File: src/rtl/cpu_run_ctrl.sv
// Run-control and watchdog for the 16-bit CPU: sequences CPU reset/enable,
// counts RUN cycles, ends a run on HALT or budget expiry, and traces outvalue changes.
module cpu_run_ctrl #(
   parameter int                 DATA_W      = 16,
   parameter int                 OPC_W       = 4,
   parameter logic [OPC_W-1:0]   HALT_OPC    = '0,
   parameter int                 MAX_CYCLES  = 160,
   parameter int                 RST_CYCLES  = 2,
   parameter int                 CNT_W       = 16,
   parameter int                 TRACE_DEPTH = 8
) (
   input  logic              clk,
   input  logic              reset,
   input  logic              start,
   input  logic              instr_valid,
   input  logic [DATA_W-1:0] instr,
   input  logic [DATA_W-1:0] outvalue,
   output logic              cpu_reset,
   output logic              cpu_en,
   output logic              running,
   output logic              done,
   output logic              halted,
   output logic              timeout,
   output logic [CNT_W-1:0]  cycle_count,
   input  logic              trace_rd,
   output logic [DATA_W-1:0] trace_data,
   output logic              trace_empty,
   output logic              trace_full,
   output logic              trace_overflow
);

   localparam int PTR_W = $clog2(TRACE_DEPTH);
   localparam int RC_W  = (RST_CYCLES > 1) ? $clog2(RST_CYCLES) : 1;

   typedef enum logic [1:0] {S_IDLE, S_RSTC, S_RUN, S_DONE} state_e;

   state_e            state_q, state_d;
   logic [RC_W-1:0]   rcnt_q, rcnt_d;
   logic [CNT_W-1:0]  cycle_q, cycle_d;
   logic              halted_q, halted_d;
   logic              timeout_q, timeout_d;
   logic              ovf_q, ovf_d;
   logic [DATA_W-1:0] prev_q, prev_d;
   logic [PTR_W:0]    wr_ptr_q, wr_ptr_d;
   logic [PTR_W:0]    rd_ptr_q, rd_ptr_d;
   logic [DATA_W-1:0] mem [TRACE_DEPTH];

   logic              fifo_empty, fifo_full;
   logic              capture, do_wr, do_rd, begin_run;
   logic [OPC_W-1:0]  opcode;
   logic              unused_instr;

   assign opcode       = instr[DATA_W-1 -: OPC_W];
   assign unused_instr = ^instr[DATA_W-OPC_W-1:0];

   // Extra pointer MSB distinguishes full from empty when the indices match.
   assign fifo_empty = (wr_ptr_q == rd_ptr_q);
   assign fifo_full  = (wr_ptr_q[PTR_W] != rd_ptr_q[PTR_W]) &&
                       (wr_ptr_q[PTR_W-1:0] == rd_ptr_q[PTR_W-1:0]);

   assign capture = (state_q == S_RUN) && (outvalue != prev_q);
   assign do_rd   = trace_rd && !fifo_empty;
   assign do_wr   = capture && (!fifo_full || do_rd);

   always_comb begin
      state_d   = state_q;
      rcnt_d    = rcnt_q;
      cycle_d   = cycle_q;
      halted_d  = halted_q;
      timeout_d = timeout_q;
      ovf_d     = ovf_q;
      prev_d    = prev_q;
      wr_ptr_d  = wr_ptr_q;
      rd_ptr_d  = rd_ptr_q;
      begin_run = 1'b0;

      if (capture) prev_d = outvalue;
      if (capture && !do_wr) ovf_d = 1'b1;
      if (do_wr) wr_ptr_d = wr_ptr_q + 1'b1;
      if (do_rd) rd_ptr_d = rd_ptr_q + 1'b1;

      case (state_q)
         S_IDLE: if (start) begin_run = 1'b1;
         S_RSTC: begin
            if (rcnt_q == RC_W'(RST_CYCLES - 1)) state_d = S_RUN;
            else                                 rcnt_d  = rcnt_q + 1'b1;
         end
         S_RUN: begin
            cycle_d = cycle_q + 1'b1;
            // HALT takes priority over budget expiry in the same cycle.
            if (instr_valid && (opcode == HALT_OPC)) begin
               state_d  = S_DONE;
               halted_d = 1'b1;
            end else if (cycle_q == CNT_W'(MAX_CYCLES - 1)) begin
               state_d   = S_DONE;
               timeout_d = 1'b1;
            end
         end
         S_DONE: if (start) begin_run = 1'b1;
         default: state_d = S_IDLE;
      endcase

      if (begin_run) begin
         state_d   = S_RSTC;
         rcnt_d    = '0;
         cycle_d   = '0;
         halted_d  = 1'b0;
         timeout_d = 1'b0;
         ovf_d     = 1'b0;
         prev_d    = '0;
         wr_ptr_d  = '0;
         rd_ptr_d  = '0;
      end
   end

   always_ff @(posedge clk or posedge reset) begin
      if (reset) begin
         state_q   <= S_IDLE;
         rcnt_q    <= '0;
         cycle_q   <= '0;
         halted_q  <= 1'b0;
         timeout_q <= 1'b0;
         ovf_q     <= 1'b0;
         prev_q    <= '0;
         wr_ptr_q  <= '0;
         rd_ptr_q  <= '0;
      end else begin
         state_q   <= state_d;
         rcnt_q    <= rcnt_d;
         cycle_q   <= cycle_d;
         halted_q  <= halted_d;
         timeout_q <= timeout_d;
         ovf_q     <= ovf_d;
         prev_q    <= prev_d;
         wr_ptr_q  <= wr_ptr_d;
         rd_ptr_q  <= rd_ptr_d;
      end
   end

   // Storage needs no reset: contents are only visible while non-empty.
   always_ff @(posedge clk) begin
      if (do_wr) mem[wr_ptr_q[PTR_W-1:0]] <= outvalue;
   end

   assign cpu_reset      = (state_q == S_IDLE) || (state_q == S_RSTC);
   assign cpu_en         = (state_q == S_RUN);
   assign running        = (state_q == S_RUN);
   assign done           = (state_q == S_DONE);
   assign halted         = halted_q;
   assign timeout        = timeout_q;
   assign cycle_count    = cycle_q;
   assign trace_data     = fifo_empty ? '0 : mem[rd_ptr_q[PTR_W-1:0]];
   assign trace_empty    = fifo_empty;
   assign trace_full     = fifo_full;
   assign trace_overflow = ovf_q;

endmodule

File: config.mk
export PLATFORM = sky130hd
export DESIGN_NAME = cpu_run_ctrl
export DESIGN_NICKNAME = d
export VERILOG_FILES = /design/src/rtl/cpu_run_ctrl.sv
export SDC_FILE = /design/constraint.sdc
export NUM_CORES = 1
export LEC_CHECK = 0
export BUFFER_PORTS_ARGS = -buffer_cell sky130_fd_sc_hd__buf_2
export CORE_MARGIN = 4
export CORE_UTILIZATION = 30
export DETAILED_ROUTE_END_ITERATION = 8
export SLEW_MARGIN = 20
export SYNTH_ARGS = -nofsm -noshare
export SYNTH_HDL_FRONTEND = slang
export SYNTH_SLANG_ARGS = --single-unit
export TNS_END_PERCENT = 100
File: constraint.sdc
create_clock -name clk -period 3.1 [get_ports clk]
set_clock_uncertainty 0.1 [all_clocks]
set_input_delay 0.465 -clock clk [delete_from_list [all_inputs] [get_ports clk]]
set_output_delay 0.465 -clock clk [all_outputs]
set_load 0.005 [all_outputs]
After elaboration in Yosys (flattened, before gate mapping)
Memory sizes are Yosys's and may differ from the RTL's.
Index checks and enable logic that the tools add are counted.
{ "classes": {"addsub": 4, "eq_ne": 11, "mux": 30, "n_reduce_logical": 26} }
{ "ops": {"columns": ["op", "count"], "rows": [
  ["16-bit 2-to-1 mux", 5],
  ["16-bit by 1-bit adder with 16-bit output (second input constant)", 1],
  ["16-bit by 8-bit == test with 1-bit output (second input constant)", 1],
  ["1-bit 2-to-1 mux", 16],
  ["4-bit 2-to-1 mux", 4],
  ["16-bit != test", 1],
  ["2-bit nonzero test", 8],
  ["4-bit by 1-bit adder with 4-bit output (second input constant)", 2],
  ["2-bit 2-to-1 mux", 4],
  ["1-bit logical AND", 6],
  ["3-bit AND reduction", 2],
  ["2-bit == test (second input constant)", 2],
  ["4-bit == test", 1],
  ["4-bit zero test", 1],
  ["4-bit by 1-bit != test with 1-bit output (second input constant)", 1],
  ["2-bit case mux with 2 select lines", 1],
  ["3-bit == test", 1],
  ["1-bit zero test", 3],
  ["3-bit != test (second input constant)", 1],
  ["3-bit nonzero test", 1],
  ["2-bit by 1-bit == test with 1-bit output (second input constant)", 1],
  ["2-bit zero test", 1],
  ["1-bit logical OR", 2],
  ["2-bit != test (second input constant)", 1],
  ["4 further kinds", 4]
]} }
{ "totals": {"ff_bits": 46, "ram_bits": 128, "inputBits": 37, "output_inout_bits": 41, "elab_cells": 81, "n_memories": 1} }
{ "mem_list": {"columns": ["memory", "words", "width", "rd", "rd_ports_with_merged_regs", "write_ports", "line", "source"], "rows": [
  ["mem", 8, 16, 1, 0, 1, "46", "logic [DATA_W-1:0] mem [TRACE_DEPTH];"]
]} }

Logic depth before layout (Yosys ltp)
{ "depth": {"ltp_word": 9, "ltp_mapped": 7, "ltp_nobuf": 7} }

Worst setup path before layout
No wires, ideal clock.
{ "synth_path": {"kind": "register to register", "startpoint": "register state_q[0]", "endpoint": "memory mem[0][0], enable pin", "setup_ps": 430, "arrival_ps": 2734, "required_ps": 2570, "setup_slack_ps": -164, "stages_incl_launch_ff": 7, "path_buffers": 1, "period_less_slack_ps": 3264, "cell_sequence": "dfrtp_1 -> inv_1 -> ha_1 -> o41ai_2 -> nand2b_1 -> buf_6 -> nor4_1"} }
{ "synth_via": {"elab_chain_cells": 5} }
{ "synth_rtl": {"columns": ["item", "line", "source"], "rows": [
  ["from (decl)", "37", "state_e state_q, state_d;"],
  ["from (signal assigned)", "128", "state_q <= state_d;"],
  ["2-bit == test", null, null],
  ["via cpu_en", "19", "output logic cpu_en,"],
  ["1-bit logical AND", "61", "assign capture = (state_q == S_RUN) && (outvalue != prev_q);"],
  ["1-bit logical AND", "63", "assign do_wr = capture && (!fifo_full || do_rd);"],
  ["1-bit 2-to-1 mux", "142", "if (do_wr) mem[wr_ptr_q[PTR_W-1:0]] <= outvalue;"],
  ["1-bit 2-to-1 mux (not written as such)", "142", null],
  ["to (decl)", "46", null]
]} }
The timed path passes the listed nets, and every way through them passes these cells.

Worst setup path in the final report
{ "layout_path": {"startpoint": "register rd_ptr_q[0]", "endpoint": "output port trace_data[11]"} }
{ "layout_via": {"elab_chain_cells": 2, "word_cells_on_any_way": 3, "cone_classes": "eq/ne: 1; mux: 1; memory: 1"} }
{ "layout_rtl": {"columns": ["item", "line", "source"], "rows": [
  ["from (decl)", "45", "logic [PTR_W:0] rd_ptr_q, rd_ptr_d;"],
  ["from (signal assigned)", "136", "rd_ptr_q <= rd_ptr_d;"],
  ["memory read 8 x 16 bit or 4-bit == test (tied branches)", null, null],
  ["16-bit 2-to-1 mux *", "152", "assign trace_data = fifo_empty ? '0 : mem[rd_ptr_q[PTR_W-1:0]];"],
  ["to (decl)", "26", "output logic [DATA_W-1:0] trace_data,"]
]} }
Mark *: on every way between the ends. The rest lies on a longest branch, timed or not.

==> impl_metrics.ini <==
[timing]
fin_crit_sh_pct = 89.31
tightestPinTransition_ps = 933.6
clock.fmax_ghz = 0.3612
setup-tns-final_ps = 0
relSlewSlack_pct = 37.24
hold_viol = 0
setup_viol_count_final = 0
period_minus_slack_ps = 2769
slew_violations = 0
rsz0062_at_grt = false

[setup_path]
slowest_stage = mux4_2
worst_setup_path_end_kind = output pin
cp-startpoint = rd_ptr_q[0]
start_kind = register
regToRegStartpoint = state_q[0]
worstPathCellList = buf_6 -> mux4_2 -> mux2i_1 -> nor2_1 -> buf_2
crit_fanout = 35
path_buf_inv = 2
cp.arrival_ps = 2200
worstPathRequired_ps = 2530
setup.worst_path.class = register to output pin
slowest_delay_ps = 570
crit_family = multiplexers

[cts]
clk_pin_slew_ps = 70
clock_path_buffers = 2
insertion_delay_ps = 420
cts_buffers = 17
h-tree-depth = 4
cts_root_buf = clkbuf_16
clock_sinks = 174
cts_tree = yes
cts_setup_buffers = 0

[logic_synthesis]
synth-main-ff-cell = edfxtp_1
synthMuxAreaShare_pct = 12.43
yosys_warnings = 0
syn_avg_cell_area_um2 = 15.54
synth_simple_gate_area_share_pct = 9.033
synthDistinctLibCells = 42
synth_fa_ha_area_share_pct = 1.182
syn_area_mm2 = 0.007411
yosysSeqAreaShare_pct = 67.40
synth_nets = 521
synth_top_family_by_area = multiplexers
synth_compound_area_share_pct = 2.651
synth_edf_count = 128
yosys.area_share.xor_xnor_pct = 4.795
async_flop_share_pct = 26.44
ys_seq_elements = 174
synth_cells = 477

[power_and_ir_drop]
vdd_drop_max_uv = 342.1
p_leak_nw = 3.177
power_density_mw_per_mm2 = 814.7
total_power_w = 0.007132

[route]
routed-wl-met3_um = 665
wl_per_cell_um = 17.48
ant_nets = 0
first_pass_iters = 6
post-route-drc-count = 0
routed.top_layer = met4
routed_wl_um = 15630
met2_length_um = 8074
vias = 4213
drt-met1-wl_um = 6711
drtIter0Drc = 261
via_per_inst = 4.713

[floorplan]
chipWidth_um = 165.2
core_area_mm2 = 0.02432
die-area_mm2 = 0.02728
initial_core_util_pct = 30.47
dieHeight_um = 165.2
num_rows = 57
io-pin-count = 78

[global_route]
grt_pass1_wl_um = 25140
grt_max_degree = 47
grt_pass1_vias = 4526
grt_usage_pct = 12.11
grt_overflow = 0
antenna_found_initial = 0

[job]
timing.max_cap.violations = 0

[placed_design]
place_area_mm2 = 0.008215
dp_hpwl_um = 9951
place_congestion = 0.8039
io_buffers = 65

[layout]
finish.utilization_pct = 36.00
syn_to_final_growth_pct = 18.13
fin_nets = 601
design_area_mm2 = 0.008755
drive_gt1_share_pct = 29.12
antennaDiodeCount = 0

[min_path]
min-delay-path-class = input port to async pin

[status]
status = finished, final reports clean
## worst reg2reg max path, stage by stage (launching register included)
cell	delay (ps)
dfrtp_1	410
inv_1	130
ha_1	280
o41ai_4	120
nand2b_1	250
nor4_2	740
buf_4	360
## through the flow
step,setup WS (ps),cells,hold slack (ps)
floorplan,-164.0,477,372.6
global placement,246.6,862,365.4
detailed placement,171.6,862,370.5
CTS,68.54,894,213.0
global route,153.4,894,142.4
finish,331.5,894,85.63
## Yosys cell counts (9+ instances only)
cell | number | area (um^2)
edfxtp_1 | 128 | 3844
dfrtp_1 | 46 | 1151
nor2_1 | 45 | 168.9
mux4_2 | 32 | 720.7
nand2_1 | 27 | 101.4
nand3_1 | 25 | 125.1
xnor2_1 | 24 | 210.2
mux2i_1 | 20 | 200.2
o21ai_0 | 16 | 80.08
clkbuf_1 | 12 | 45.04
xor2_1 | 11 | 96.34
nand4_1 | 9 | 56.30
## power by group
part	internal [W]	switching, W
clock network	0.00104	0.000912
logic	0.00101	0.00127
registers	0.00275	0.000149
## layer usage
metal,vias to the layer above,GRT usage [%]
met2,83,20.99
met3,13,3.326
li1,1955,-
met1,2162,15.07
met5,-,0
met4,0,2.873
## cells in the final DEF, fill, tap and decap left out, drive strengths merged, types with 20 or more instances in the layout
| cell type | count |
|---|---|
| xnor2 | 26 |
| mux2i | 20 |
| o21ai | 20 |
| edfxtp | 128 |
| nand2 | 27 |
| buf | 90 |
| dfrtp | 46 |
| nor2 | 45 |
| nand3 | 25 |
| mux4 | 32 |
## timing repair
| action | CTS | global route |
|---|---|---|
| resized for setup | 0 | 1 |
| hold buffers | 0 | 0 |
| setup endpoints to repair | 0 | 4 |
| endpoints found under the hold margin | 0 | 0 |
## flip-flops by register name, indices dropped and copies added (netlist names)
signal / cells
mem: 128
cycle_count: 16
prev_q: 16
rd_ptr_q: 4
wr_ptr_q: 4
state_q: 2
halted: 1
rcnt_q: 1
timeout: 1
trace_overflow: 1
## final timing paths
kind	to	slack, ps	cells past startpoint
worst min-delay path	timeout	90	2
max in group asynchronous	rd_ptr_q[0]	2280	2
worst max-delay path	trace_data[11]	330	5
min in group clk	halted	240	3
worst max register to register	mem[4][1]	400	6
worst min register to register	trace_overflow	400	2
## final cells by class
cell class                      instances  area [um^2]
Inverter                                6        23.77
Timing Repair Buffer                   90        516.7
Clock inverter                         13        101.3
Multi-Input combinational cell        268         2278
Sequential cell                       174         4996
Fill cell                            2284        15560
Tap cell                              324        405.4
Clock buffer                           19        432.9
## logic make-up (layout without fill, tap and decap cells)
group                    count (synthesis)  count (layout)
AO/OA/AOI/OAI                           32              32
XOR/XNOR                                38              38
adder cells (fa/ha/maj)                  7               7
buffers and inverters                   35             128
flip-flops                             174             174
multiplexers                            52              52
AND/OR/NAND/NOR                        139             139
No activity file was read; power rests on OpenSTA's default activity.
